File: src/rtl/seq_1101_tx_if.sv
// Handshake bundle for the serial pattern burst transmitter.
// The requester drives start/count; the transmitter drives the serial stream and status.
`timescale 1ns/1ps
interface seq_1101_tx_if;
   logic       start;
   logic [3:0] count;
   logic       x;
   logic       x_valid;
   logic       busy;
   logic       done;
   logic [3:0] frames_left;

   modport master (
      output start, count,
      input  x, x_valid, busy, done, frames_left
   );

   modport slave (
      input  start, count,
      output x, x_valid, busy, done, frames_left
   );
endinterface

File: src/rtl/seq_1101_tx.sv
// Burst transmitter: sends `count` copies of PATTERN MSB first, separated by GAP idle bits,
// then pulses done for one cycle.
`timescale 1ns/1ps
module seq_1101_tx #(
   parameter logic [3:0]  PATTERN = 4'b1101,
   parameter int unsigned GAP     = 1
) (
   input  logic         clk,
   input  logic         rst,
   seq_1101_tx_if.slave bus
);
   typedef enum logic [1:0] {ST_IDLE, ST_SEND, ST_GAP, ST_DONE} state_t;

   // GAP=0 wraps to 4'hF, but the gap state is never entered in that case.
   localparam logic [3:0] GAP_LAST = 4'(GAP - 1);

   state_t     r_state;
   logic [1:0] r_bit_idx;
   logic [3:0] r_gap_cnt;
   logic [3:0] r_frames_left;

   logic w_last_bit;
   logic w_sending;

   assign w_last_bit = (r_bit_idx == 2'd0);
   assign w_sending  = (r_state == ST_SEND);

   always_ff @(posedge clk or posedge rst) begin
      if (rst) begin
         r_state       <= ST_IDLE;
         r_bit_idx     <= 2'd3;
         r_gap_cnt     <= 4'd0;
         r_frames_left <= 4'd0;
      end else begin
         case (r_state)
            ST_IDLE: begin
               if (bus.start) begin
                  r_frames_left <= bus.count;
                  r_bit_idx     <= 2'd3;
                  r_state       <= (bus.count == 4'd0) ? ST_DONE : ST_SEND;
               end
            end
            ST_SEND: begin
               // Index wraps 0 -> 3, which is exactly what a back-to-back frame needs.
               r_bit_idx <= r_bit_idx - 2'd1;
               if (w_last_bit) begin
                  if (r_frames_left <= 4'd1) begin
                     r_frames_left <= 4'd0;
                     r_state       <= ST_DONE;
                  end else begin
                     r_frames_left <= r_frames_left - 4'd1;
                     if (GAP != 0) begin
                        r_gap_cnt <= 4'd0;
                        r_state   <= ST_GAP;
                     end
                  end
               end
            end
            ST_GAP: begin
               if (r_gap_cnt == GAP_LAST) begin
                  r_gap_cnt <= 4'd0;
                  r_bit_idx <= 2'd3;
                  r_state   <= ST_SEND;
               end else begin
                  r_gap_cnt <= r_gap_cnt + 4'd1;
               end
            end
            ST_DONE: begin
               r_state <= ST_IDLE;
            end
         endcase
      end
   end

   // Pure decodes of registered state: no input reaches an output combinationally.
   assign bus.x           = w_sending & PATTERN[r_bit_idx];
   assign bus.x_valid     = w_sending;
   assign bus.busy        = (r_state != ST_IDLE);
   assign bus.done        = (r_state == ST_DONE);
   assign bus.frames_left = r_frames_left;
endmodule

File: src/flat_wrapper.sv
// flat-port wrapper written by rule: the top's interface ports become plain ports
module seq_1101_tx_flat 
#(
   parameter logic [3:0]  PATTERN = 4'b1101,
   parameter int unsigned GAP     = 1
)
  (clk, rst, bus_start, bus_count, bus_x, bus_x_valid, bus_busy, bus_done, bus_frames_left);
  seq_1101_tx_if bus_i ();
  input  logic clk;
  input  logic rst;
  input wire logic [$bits(bus_i.start)-1:0] bus_start;
  input wire logic [$bits(bus_i.count)-1:0] bus_count;
  output wire logic [$bits(bus_i.x)-1:0] bus_x;
  output wire logic [$bits(bus_i.x_valid)-1:0] bus_x_valid;
  output wire logic [$bits(bus_i.busy)-1:0] bus_busy;
  output wire logic [$bits(bus_i.done)-1:0] bus_done;
  output wire logic [$bits(bus_i.frames_left)-1:0] bus_frames_left;
  assign bus_i.start = bus_start;
  assign bus_i.count = bus_count;
  assign bus_x = bus_i.x;
  assign bus_x_valid = bus_i.x_valid;
  assign bus_busy = bus_i.busy;
  assign bus_done = bus_i.done;
  assign bus_frames_left = bus_i.frames_left;
  seq_1101_tx #(.PATTERN(PATTERN), .GAP(GAP)) u_core (.clk(clk), .rst(rst), .bus(bus_i));
endmodule
File: config.mk
export PLATFORM = sky130hd
export DESIGN_NAME = seq_1101_tx_flat
export DESIGN_NICKNAME = d
export VERILOG_FILES = /design/src/rtl/seq_1101_tx_if.sv /design/src/rtl/seq_1101_tx.sv /design/src/flat_wrapper.sv
export SDC_FILE = /design/constraint.sdc
export NUM_CORES = 1
export LEC_CHECK = 0
export ABC_AREA = 1
export CORE_UTILIZATION = 55
export CTS_CLUSTER_SIZE = 25
export DETAILED_ROUTE_END_ITERATION = 16
export DONT_BUFFER_PORTS = 1
export PLACE_DENSITY = 0.76
export SLEW_MARGIN = 40
export SYNTH_ARGS = -nofsm -noshare
export SYNTH_HDL_FRONTEND = slang
export SYNTH_SLANG_ARGS = --single-unit
File: constraint.sdc
create_clock -name clk -period 1.9 [get_ports clk]
set_input_delay 0.57 -clock clk [delete_from_list [all_inputs] [get_ports clk]]
set_output_delay 0.57 -clock clk [all_outputs]
set_load 0.005 [all_outputs]
==> metrics, run 1 <==
status finished clean; Initial Utilization between 60 and 70%; Max H-tree Level 1; DR vias/cell around 5.3; vias in the first global route 624; fin nets between 100 and 150; relative slew slack 68.64%; worst vdd ir roughly 0.92 mV; gr usage total approximately a quarter; count of cell types in the netlist 18; skew final around 0.0075 ns; area fraction of the dominant cell type after synthesis a little under a third; vias a little under 700; Final Slew Violations 0; Sink Count 12; cell row count 13; Num CTS Buffers 3; cell count after synthesis about 110; Die X roughly 40 µm; Avg Cell Area, Syn between 7 and 8 µm²; Reg power frac between 30% and 40%; Avg WL per Cell 11.39 µm; Hold WC Path Type in2async; total gr overflow 0; Worst R2R Setup Slack 0.40 ns; P&R area growth vs syn 6.951%; Hold Buf Count CTS 0; routed wire length ~1500 µm; Starting DRT DRC Count 16; Setup TNS 0 ns; I/O Pins 15; Sw Ratio a little under half; register area share after synthesis between 30% and 40%; DP HPWL about 1200 µm; drt pass-1 iters 4; cell taking the most area after synthesis dfrtp_1; largest net degree at the start of global routing 13; share of layout cells above drive strength 1 a little under a tenth; die area approximately 1600 µm²; FF-to-FF Start u_core.bus.frames_left[0]; WS Path Type reg2out; Comb power frac about half; initial antenna violation count 0; Reg2Reg Depth 8; post-synthesis register bit count 12; first-pass GRT wire length ~2500 µm; Switch Pwr 0.6096 mW; CP cell instances inv_1 -> ha_1 -> nor2_1; fill count about 120; Syn Nets around 130; Startpoint Class register; f_max 578.5 MHz; Max Cap Violations 0; hold slack about 0.18 ns; worst path arrival time 1.16 ns; CTS tree done; CP Data Required Time around 1.3 ns; Period Utilization, post-route approximately nine tenths; Placeable Area about 1300 µm²; ANT cells 0; min Tclk post-route roughly 1.7 ns; DIE HEIGHT 39.95 µm; Worst setup EP type output pin; Resized cells post-CTS 0; worst skew pair latency 0.28 ns; Synth Cell Area around 800 µm²; RSZ-0062 raised after global routing no; Clk pin slew, worst setup/hold paths approximately 0.09 ns; clock power share ~16%; P_int between 0.6 and 0.7 mW; DRC Markers 0; Reg2Reg Capture Point u_core.r_gap_cnt[2]; slowest stage cell, crit path dfstp_2; leak pwr just over 0.5 nW; I/O Buffers 0; P per Cell Area roughly 1500 nW/µm²; CP max FO 3; Synth area leaders dfrtp_1, nand2_1, ha_1; final hold vios 0; setup bufs post-CTS 0; GP Congestion between 0.7 and 0.8; CTS max path bufs 2; CP peak stage delay around 0.52 ns; CTS Root Cell clkbuf_4; final antenna-violating net count 0; Worst-Margin Slew ~0.47 ns; yosys warns 0; Final setup viols 0
[power by group through the flow]
stage / Clock, mW / Sequential [mW] / Combinational, mW
6_report: 0.210 / 0.452 / 0.632
5_1_grt: 0.227 / 0.467 / 0.744
4_1_cts: 0.211 / 0.452 / 0.637
2_1_floorplan: 0 / 0.436 / 0.526
3_5_place_dp: 0 / 0.457 / 0.631
3_3_place_gp: 0 / 0.454 / 0.618
[metrics by stage]
step | total power [mW] | util (%) | setup slack, ns | cell area [µm²] | std cells
3_5_place_dp | 1.088 | 61.54 | 0.4257 | 810.8 | 128
6_report | 1.293 | 64.29 | 0.1713 | 847.1 | 132
3_3_place_gp | 1.072 | 61.54 | 0.4780 | 810.8 | 128
4_1_cts | 1.300 | 64.29 | 0.1691 | 847.1 | 132
2_1_floorplan | 0.9627 | - | 0.5070 | 792.0 | 113
5_1_grt | 1.438 | 64.29 | 0.09749 | 847.1 | 132
[routing by layer]
layer / track usage (%) / vias to the layer above / wire [µm] / part of all wire, %
met1: 30.66 / 315 / 710 / 47
met3: 5.556 / 2 / 73 / 4.9
met5: 0 / - / 0 / 0
met4: 10.34 / 0 / 12 / 0.80
li1: - / 356 / - / -
met2: 38.71 / 21 / 707 / 47
[cells in the final DEF (no fill, tap or decap), drive strengths merged]
| cell | netlist | routed |
|---|---|---|
| a21boi | 1 | 1 |
| a21oi | 3 | 3 |
| a31o | 1 | 1 |
| a31oi | 1 | 1 |
| clkbuf | 0 | 4 |
| dfrtp | 10 | 10 |
| dfstp | 2 | 2 |
| ha | 6 | 6 |
| inv | 20 | 20 |
| nand2 | 41 | 41 |
| nand3 | 12 | 12 |
| nand4 | 2 | 2 |
| nor2 | 12 | 12 |
| o21ai | 1 | 1 |
| xor2 | 1 | 1 |
[worst max-delay path by stage]
stage	startpoint	end	slack [ns]
3_5_place_dp	u_core.bus.frames_left[0]	u_core.r_gap_cnt[2]	0.43
4_1_cts	u_core.r_bit_idx[1]	bus_x	0.17
2_1_floorplan	u_core.r_bit_idx[1]	bus_x	0.51
5_1_grt	u_core.r_state[1]	bus_x_valid	0.1
3_3_place_gp	u_core.r_bit_idx[1]	bus_x	0.48
6_report	u_core.r_bit_idx[1]	bus_x	0.17
[registers in the layout (all words and copies together), names as in the netlist]
signal,count
u_core.bus.frames_left,4
u_core.r_gap_cnt,4
u_core.r_bit_idx,2
u_core.r_state,2
[area by class of cell]
class / count / area, µm² / area share [%]
clock buffer: 4 / 36.28 / 4.284
inverter: 20 / 75.07 / 8.863
multi-input combinational: 81 / 414.1 / 48.89
sequential: 12 / 302.8 / 35.75
tap: 15 / 18.77 / 2.216
[critical path: cells and delay by family, from the launching register on]
kind / cells / cell delay [ns]
and+or+nand+nor: 1 / 0.13
adders and majority gates: 1 / 0.17
buffers and inverters: 1 / 0.06
DFF: 1 / 0.52
[logic make-up (layout without fill, tap and decap cells)]
group | count (synthesis) | after routing | synth area share (%)
xor+xnor | 1 | 1 | 1.106
compound gates | 7 | 7 | 6.794
buf+inv | 20 | 24 | 9.478
fa+ha+maj | 6 | 6 | 9.478
simple gates | 67 | 67 | 34.91
flops | 12 | 12 | 38.23
[Yosys cell counts]
master and count:
nand2_1 40, nand4_1 2, dfstp_2 2, nor2_2 1, xor2_1 1, nand3_1 12, a21oi_4 1, nand2_2 1
ha_1 6, dfrtp_1 10, inv_2 1, a31oi_1 1, nor2_1 11, a21boi_0 1, a31o_2 1, inv_1 19
a21oi_1 2, o21ai_0 1
(Power assumes the default switching activity.)
==> inputs of run 2 (changes only) <==
--- a/config.mk
+++ b/config.mk
@@ -7,7 +7,7 @@
 export LEC_CHECK = 0
 export ABC_AREA = 1
 export CORE_UTILIZATION = 55
-export CTS_CLUSTER_SIZE = 25
+export CTS_CLUSTER_SIZE = 12
 export DETAILED_ROUTE_END_ITERATION = 16
 export DONT_BUFFER_PORTS = 1
 export PLACE_DENSITY = 0.76
==> results of run 2 <==
Same layout as run 1: the final DEF is identical, and so are final timing and power.
